--- config.mk ---
export PLATFORM = sky130hd
export DESIGN_NAME = vga_frame_fetch_flat
export DESIGN_NICKNAME = d
export VERILOG_FILES = /design/src/rtl/vga_frame_fetch_if.sv /design/src/rtl/vga_frame_fetch.sv /design/src/flat_wrapper.sv
export SDC_FILE = /design/constraint.sdc
export NUM_CORES = 1
export LEC_CHECK = 0
export BUFFER_PORTS_ARGS = -buffer_cell sky130_fd_sc_hd__buf_4
export CAP_MARGIN = 20
export CORE_UTILIZATION = 53
export CTS_BUF_LIST = sky130_fd_sc_hd__clkbuf_16
export CTS_CLUSTER_SIZE = 8
export DETAILED_ROUTE_END_ITERATION = 12
export PLACE_DENSITY = 0.76
export SLEW_MARGIN = 15
export SYNTH_ARGS = -nofsm -noshare
export SYNTH_HDL_FRONTEND = slang
export SYNTH_SLANG_ARGS = --single-unit
--- constraint.sdc ---
create_clock -name clk -period 2.9 [get_ports clk]
set_input_delay 0.29 -clock clk [delete_from_list [all_inputs] [get_ports clk]]
set_output_delay 0.29 -clock clk [all_outputs]
set_load 0.03 [all_outputs]
--- src/rtl/vga_frame_fetch_if.sv ---
// vga_frame_fetch_if: frame-buffer read port between the fetch stage and the frame buffer RAM
interface vga_frame_fetch_if #(parameter int ADDR_W = 18, parameter int DW = 4);
  logic [ADDR_W-1:0] fb_addr;
  logic              fb_re;
  logic [DW-1:0]     fb_data;
  modport master (output fb_addr, fb_re, input fb_data);
  modport slave  (input fb_addr, fb_re, output fb_data);
endinterface

--- src/rtl/vga_frame_fetch.sv ---
// vga_frame_fetch: 2x-upscaled double-buffered frame-buffer fetch with timing realigned to the pixel
module vga_frame_fetch #(
  parameter int FB_W   = 320,
  parameter int FB_H   = 240,
  parameter int DW     = 4,
  parameter int ADDR_W = 18,
  parameter int RD_LAT = 1
) (
  input  logic                     clk,
  input  logic                     rst,
  input  logic [9:0]               x_i,
  input  logic [9:0]               y_i,
  input  logic                     hsync_i,
  input  logic                     vsync_i,
  input  logic                     blankb_i,
  input  logic                     syncb_i,
  vga_frame_fetch_if.master        fb,
  input  logic                     swap_req_i,
  output logic                     swap_ack_o,
  output logic                     buf_sel_o,
  output logic                     hsync_o,
  output logic                     vsync_o,
  output logic                     blankb_o,
  output logic                     syncb_o,
  output logic [3:0]               r_o,
  output logic [3:0]               g_o,
  output logic [3:0]               b_o
);
  typedef enum logic {IDLE, PENDING} state_t;
  localparam logic [4:0] PIPE_RST = 5'b01101;
  state_t state_q, state_d;
  logic vs_prev_q, swap_ack_q, buf_sel_q, commit, y_odd_q, active;
  logic [ADDR_W-1:0] row_q, row_d, addr_q, base;
  logic [4:0] pipe_q [RD_LAT+1];
  logic [3:0] pix, rgb_q, tim_q;
  always_comb begin
    row_d  = y_i == 10'd0 ? '0 : (y_odd_q && !y_i[0]) ? row_q + ADDR_W'(FB_W) : row_q;
    base   = buf_sel_q ? ADDR_W'(FB_W * FB_H) : '0;
    active = blankb_i && x_i < 10'(2 * FB_W) && y_i < 10'(2 * FB_H);
  end
  always_ff @(posedge clk or posedge rst)
    if (rst) begin
      row_q   <= '0;
      y_odd_q <= 1'b0;
      addr_q  <= '0;
    end else begin
      row_q   <= row_d;
      y_odd_q <= y_i[0];
      if (active) addr_q <= base + row_d + ADDR_W'(x_i[9:1]);
    end
  // each stage carries {active, hsync, vsync, blankb, syncb} alongside the RAM read
  always_ff @(posedge clk or posedge rst)
    if (rst) begin
      for (int k = 0; k <= RD_LAT; k++) pipe_q[k] <= PIPE_RST;
      rgb_q <= '0;
      tim_q <= 4'b1101;
    end else begin
      pipe_q[0] <= {active, hsync_i, vsync_i, blankb_i, syncb_i};
      for (int k = 1; k <= RD_LAT; k++) pipe_q[k] <= pipe_q[k-1];
      rgb_q <= pipe_q[RD_LAT][4] ? pix : 4'd0;
      tim_q <= pipe_q[RD_LAT][3:0];
    end
  if (DW >= 4) begin : g_wide
    assign pix = fb.fb_data[DW-1 -: 4];
  end else begin : g_narrow
    assign pix = {fb.fb_data, {(4-DW){1'b0}}};
  end
  always_ff @(posedge clk or posedge rst)
    if (rst) begin
      state_q    <= IDLE;
      vs_prev_q  <= 1'b1;
      swap_ack_q <= 1'b0;
      buf_sel_q  <= 1'b0;
    end else begin
      state_q    <= state_d;
      vs_prev_q  <= vsync_i;
      swap_ack_q <= commit;
      buf_sel_q  <= buf_sel_q ^ commit;
    end
  always_comb state_d = commit ? IDLE : (swap_req_i || state_q == PENDING) ? PENDING : IDLE;
  always_comb commit = vs_prev_q && !vsync_i && (state_q == PENDING || swap_req_i);
  assign fb.fb_addr = addr_q;
  assign fb.fb_re   = pipe_q[0][4];
  assign {hsync_o, vsync_o, blankb_o, syncb_o} = tim_q;
  assign r_o = rgb_q;
  assign g_o = rgb_q;
  assign b_o = rgb_q;
  assign swap_ack_o = swap_ack_q;
  assign buf_sel_o  = buf_sel_q;
endmodule

--- src/flat_wrapper.sv ---
// flat-port wrapper written by rule: the top's interface ports become plain ports
module vga_frame_fetch_flat 
#(
  parameter int FB_W   = 320,
  parameter int FB_H   = 240,
  parameter int DW     = 4,
  parameter int ADDR_W = 18,
  parameter int RD_LAT = 1
)
  (clk, rst, x_i, y_i, hsync_i, vsync_i, blankb_i, syncb_i, swap_req_i, swap_ack_o, buf_sel_o, hsync_o, vsync_o, blankb_o, syncb_o, r_o, g_o, b_o, fb_fb_addr, fb_fb_re, fb_fb_data);
  vga_frame_fetch_if #(.ADDR_W(ADDR_W), .DW(DW)) fb_i ();
  input  logic clk;
  input  logic rst;
  input  logic [9:0] x_i;
  input  logic [9:0] y_i;
  input  logic hsync_i;
  input  logic vsync_i;
  input  logic blankb_i;
  input  logic syncb_i;
  input  logic swap_req_i;
  output logic swap_ack_o;
  output logic buf_sel_o;
  output logic hsync_o;
  output logic vsync_o;
  output logic blankb_o;
  output logic syncb_o;
  output logic [3:0] r_o;
  output logic [3:0] g_o;
  output logic [3:0] b_o;
  output wire logic [$bits(fb_i.fb_addr)-1:0] fb_fb_addr;
  output wire logic [$bits(fb_i.fb_re)-1:0] fb_fb_re;
  input wire logic [$bits(fb_i.fb_data)-1:0] fb_fb_data;
  assign fb_fb_addr = fb_i.fb_addr;
  assign fb_fb_re = fb_i.fb_re;
  assign fb_i.fb_data = fb_fb_data;
  vga_frame_fetch #(.FB_W(FB_W), .FB_H(FB_H), .DW(DW), .ADDR_W(ADDR_W), .RD_LAT(RD_LAT)) u_core (.clk(clk), .rst(rst), .x_i(x_i), .y_i(y_i), .hsync_i(hsync_i), .vsync_i(vsync_i), .blankb_i(blankb_i), .syncb_i(syncb_i), .fb(fb_i), .swap_req_i(swap_req_i), .swap_ack_o(swap_ack_o), .buf_sel_o(buf_sel_o), .hsync_o(hsync_o), .vsync_o(vsync_o), .blankb_o(blankb_o), .syncb_o(syncb_o), .r_o(r_o), .g_o(g_o), .b_o(b_o));
endmodule
* Word level (Yosys, flattened, before mapping)
Cells that the tools add are included.
** Cells by class
- Add/sub/neg operators :: 3
- $mul :: 0
- Divide/modulo/power cells :: 0
- $lt $le $gt $ge :: 2
- Equal/unequal tests :: 0
- Shifts and indexed selects :: 0
- Muxes and demuxes :: 6
- Bitwise logic cells :: 1
- Reduce and logical (&&, ||, !) cells :: 9
** Operator list (number)
- $mux W18 :: 2
- $add A18 B18 Y18 :: 1
- $add A18 B9 Y18 :: 1
- $add A18 B9 Y18 const B :: 1
- $mux W17 :: 1
- $logic_not A10 Y1 :: 1
- $lt A10 B10 Y1 const B :: 1
- $lt A10 B9 Y1 const B :: 1
- $logic_and A1 B1 Y1 :: 5
- $mux W4 :: 1
- $logic_not A1 Y1 :: 2
- $mux W1 :: 2
- $logic_or A1 B1 Y1 :: 1
- $xor A1 B1 Y1 :: 1
** Storage, ports and cells
- Register bits after elaboration :: 59
- Bits in latches :: 0
- RAM bits :: 0
- Bits in read-only memories :: 0
- Input bits :: 31
- Output and inout bits :: 37
- Logic and storage cells :: 32
- Memories kept :: 0

* Longest topological paths before layout
- Depth in word-level cells :: 6
- Mapped depth :: 13
- Depth with buffers taken out :: 13

* Worst setup path before layout
Ideal clock, no wire load.
- Path kind :: input port to flip-flop
- From :: input port y_i[4]
- To :: register u_core.addr_q[17], in the netlist u_core.fb.fb_addr[17]
- Setup time :: 0.133 ns
- Data arrival time :: 2.753 ns
- Data required time :: 2.767 ns
- Setup slack :: 0.014 ns
- Stages on the path :: 12
- Buffers on the path :: 1
- Path through :: nor4_1 > and4_1 > clkbuf_1 > nor2_1 > ha_1 > nand2_1 > o21ai_0 > o2111ai_1 > a2111oi_0 > o211ai_1 > nand3_1 > o211ai_1
** Between the ends
- Longest elaborated chain between the ends :: 4
- Elaborated cells on any way between the ends :: 6
- Those cells by class :: add/sub: 2; order compare: 1; mux: 1; reduce/logical: 2
** Ends and longest elaborated chain
- start: declaration :: RTL line flat_wrapper.sv:15 : input logic [9:0] y_i;
- $logic_not A10 Y1 :: RTL line vga_frame_fetch.sv:37 : row_d = y_i == 10'd0 ? '0 : (y_odd_q && !y_i[0]) ? row_q + ADDR_W'(FB_W) : row_q;
- $mux W18 :: RTL line vga_frame_fetch.sv:37
- via u_core.row_d[6] :: RTL line vga_frame_fetch.sv:33 : logic [ADDR_W-1:0] row_q, row_d, addr_q, base;
- $add A18 B18 Y18 :: RTL line vga_frame_fetch.sv:49 : if (active) addr_q <= base + row_d + ADDR_W'(x_i[9:1]);
- $add A18 B9 Y18 :: RTL line vga_frame_fetch.sv:49
- end signal: assignment :: RTL line vga_frame_fetch.sv:49
- end: declaration :: RTL line vga_frame_fetch.sv:33
The timed path passes the listed nets, and every way through them passes these cells.
A chain may end at the register's enable or synchronous reset.

* Worst setup path in the final report
- From :: input port y_i[7]
- To :: register u_core.addr_q[14], in the netlist u_core.fb.fb_addr[14]
The elaborated chain is that of the path after synthesis.

==> summary.txt <==
Finish
  – Finished Cell Area: 3981 sq um
  – Diodes inserted: 0
  – Fraction of layout cells with a size suffix above 1: 0.4027
  – Post-layout nets: 411
  – Post-Layout Cell Count: 440
  – Area delta synth->final: 38.71%
  – Final Util: 0.7697
  – Layout fillers: 331

Floorplan
  – # IOs: 68
  – Die W: 75.59 microns
  – Core Area: 5172 sq um
  – Starting Density: 0.5549
  – Number of placement rows: 26
  – Die area: 5714 sq um
  – Die height: 75.59 microns

GRT
  – Global Route Usage Sum: 0.2393
  – Overflow after GRT: 0
  – Vias in the first global route: 2,202
  – First-pass GRT wire length: 9867 microns
  – Initial antenna violation count: 0
  – Pin count of the biggest net entering global routing: 54

Routing
  – Drt first-iter violations: 125
  – Drt wl/cell: 14.56 microns
  – Final WL: 6408 microns
  – Via density: 5.359
  – Via count: 2,358
  – Post-DRT Antenna Nets: 0
  – # DRC: 0
  – DRT Pass-1 Iters: 4

Setup path
  – Critical Path Fanout Max: 7
  – Critical path's slowest cell: o31a_1
  – Worst endpoint required time: 3.10 ns
  – Worst-path cell chain: buf_4, nor4_4, nand4_1, buf_6, and2_4, ha_4, inv_2, fa_2, nor2b_2, o31a_1, o31ai_1, buf_4, a21oi_2, a21oi_2, xor2_1, o21ai_1
  – Crit path kind: input pin to register
  – Largest stage delay on the critical path: 0.33 ns
  – Startpoint type of the worst setup path: input pin
  – Worst Path Arrival: 3.03 ns
  – CP Capture Type: register

Timing
  – Tightest Pin Transition: 0.8822 ns
  – Pins over their slew limit: 0
  – Final min period: 2.831 ns
  – Fmax: 353.2 MHz
  – Worst Skew: 0.004369 ns
  – Slew headroom: 0.4112
  – Hold Violations, Final: 0
  – Period utilization: 0.9762
  – Fin Hold WS: 0.07362 ns
  – Final WS setup: 0.06897 ns
  – Final setup violation count: 0

Run
  – Max cap viols: 0

Power
  – Leak: 1.886 nW
  – Max VDD drop: 0.5108 mV
  – Pwr Density: 856.1 nW/um^2

Synthesis
  – Async SR Flop Fraction: 1.000
  – Cells after Synth: 272
  – Number of flops mapped to enable cells by yosys: 0
  – Ys Warns: 0
  – Cell Area, Synth: 2870 sq um
  – Cell variety after synth: 54
  – Dominant synthesized flop cell: dfrtp_1
  – FF+latch count, synth: 58
  – Avg Inst Size Synth: 10.55 sq um
  – Seq/Total Area, Yosys: 0.5096
  – Synth Net Count: 318

Min path
  – Worst min-delay path category: input pin to register

Place
  – DP Worst Slack: -0.3178 ns
  – Detailed Place HPWL: 4251 microns
  – Final GP Congestion: 0.8896
  – Placed instance count: 416
  – DP Area: 3525 sq um
  – Port bufs: 66

Clock tree
  – Clk_lat worst skew: 0.32 ns
  – Root buffer cell: clkbuf_16
  – TritonCTS Buffers: 9
  – CTS Hold Bufs: 0
  – CTS Sinks: 58
  – CTS tree: done
  – CTS max path bufs: 2
  – Clk slew on worst S/H paths: 0.05 ns
  – H-tree depth: 3

Run status
  – Status: finished clean
cell usage in the layout, fill, tap and decap left out, types with 7 or more instances in the layout:
cell / count
buf_4: 94
dfrtp_1: 49
nor2_1: 26
nand2_1: 23
o21ai_0: 16
ha_1: 11
xor2_1: 10
a21oi_1: 10
xnor2_1: 10
clkbuf_16: 9
dfstp_2: 9
inv_1: 8
and2_1: 8
o21ai_1: 7
worst paths after layout:
kind	from	end	slack, ns	depth (start not counted)
max	y_i[7]	u_core.fb.fb_addr[14]$_DFFE_PP0P_	0.07	16
min	hsync_i	u_core.pipe_q[8]$_DFF_PP1_	0.07	1
max reg2reg	u_core.row_q[6]$_DFF_PP0_	u_core.fb.fb_addr[12]$_DFFE_PP0P_	0.13	11
min reg2reg	u_core.pipe_q[1]$_DFF_PP0_	u_core.tim_q[1]$_DFF_PP0_	0.35	0
max in group asynchronous	rst	u_core.pipe_q[8]$_DFF_PP1_	2.08	3
min in group asynchronous	rst	u_core.b_o[2]$_DFF_PP0_	0.13	2
synthesized netlist by cell type (all sizes together) (2+ instances only):
library cell	number	area share
o31ai	3	0.013
dfrtp	49	0.43
ha	14	0.061
nor3	5	0.010
a31oi	2	0.0044
dfstp	9	0.082
buf	9	0.025
clkbuf	4	0.0052
o211ai	3	0.0078
and2	9	0.020
a21o	2	0.0052
xor2	10	0.031
or3	2	0.0048
nor2b	2	0.0044
and3	3	0.0070
nor2	26	0.034
a211oi	4	0.010
o21a	4	0.010
inv	10	0.013
o21ai	25	0.046
nand2	23	0.030
xnor2	10	0.031
nand3	3	0.0052
o31a	2	0.0065
a211o	3	0.0092
nor4	3	0.012
nand2b	2	0.0070
nand4	3	0.0065
a21oi	14	0.027
through the flow:
stage,setup TNS [ns],power (mW)
2_1_floorplan,0,1.893
3_3_place_gp,-1.096,2.221
3_5_place_dp,-1.319,2.247
4_1_cts,0,3.302
5_1_grt,-0.1873,3.604
6_report,0,3.408
cell families after synthesis:
family | count (synthesis) | synth area share
simple gates | 85 | 0.1526
flops | 58 | 0.5096
mux | 2 | 0.007410
xor+xnor | 20 | 0.06103
fa+ha+maj | 15 | 0.06800
buf+inv | 24 | 0.04446
compound gates | 68 | 0.1569
worst max-delay path, delay by kind of cell:
| kind | cells | cell delay [ns] |
|---|---|---|
| adders and majority gates | 2 | 0.38 |
| xor gates and xnor gates | 1 | 0.21 |
| AOI/OAI and AO/OA | 5 | 0.98 |
| buffers and inverters | 4 | 0.52 |
| and+or+nand+nor | 4 | 0.63 |
metal layers:
layer  track usage  part of all wire  vias up
li1              -                 -     1139
met1        0.2922              0.44     1123
met2        0.4028              0.49       79
met3       0.06481             0.049       17
met4       0.09877             0.025        0
met5             0                 0        -
sequential cells by signal, summed over array words and instances, names as in the netlist:
register           count
u_core.swap_ack_o      1
u_core.buf_sel_o       1
u_core.fb.fb_re        1
u_core.row_q          18
u_core.y_odd_q         1
u_core.state_q         1
u_core.b_o             4
u_core.pipe_q          9
u_core.tim_q           4
u_core.fb.fb_addr     18
final cells by class:
type	instances	area (sq um)	share of cell area
clock inverters	7	68.82	0.01728
well taps	70	87.58	0.02200
flip-flops and latches	58	1463	0.3674
repair buffers	95	716.9	0.1801
clock buffers	9	225.2	0.05657
inverters	11	42.54	0.01069
multi-input cells	190	1378	0.3460
what timing repair did:
action                                  4_1_cts  5_1_grt
setup buffers                                 0        8
gates resized for setup                       1       25
pin swaps                                     0       10
endpoints found under the setup margin        1        7
power breakdown:
| group | internal, mW | switching (mW) |
|---|---|---|
| clock network | 0.662 | 0.371 |
| registers | 0.960 | 0.136 |
| logic | 0.528 | 0.753 |
No activity file was read; power rests on OpenSTA's default activity.
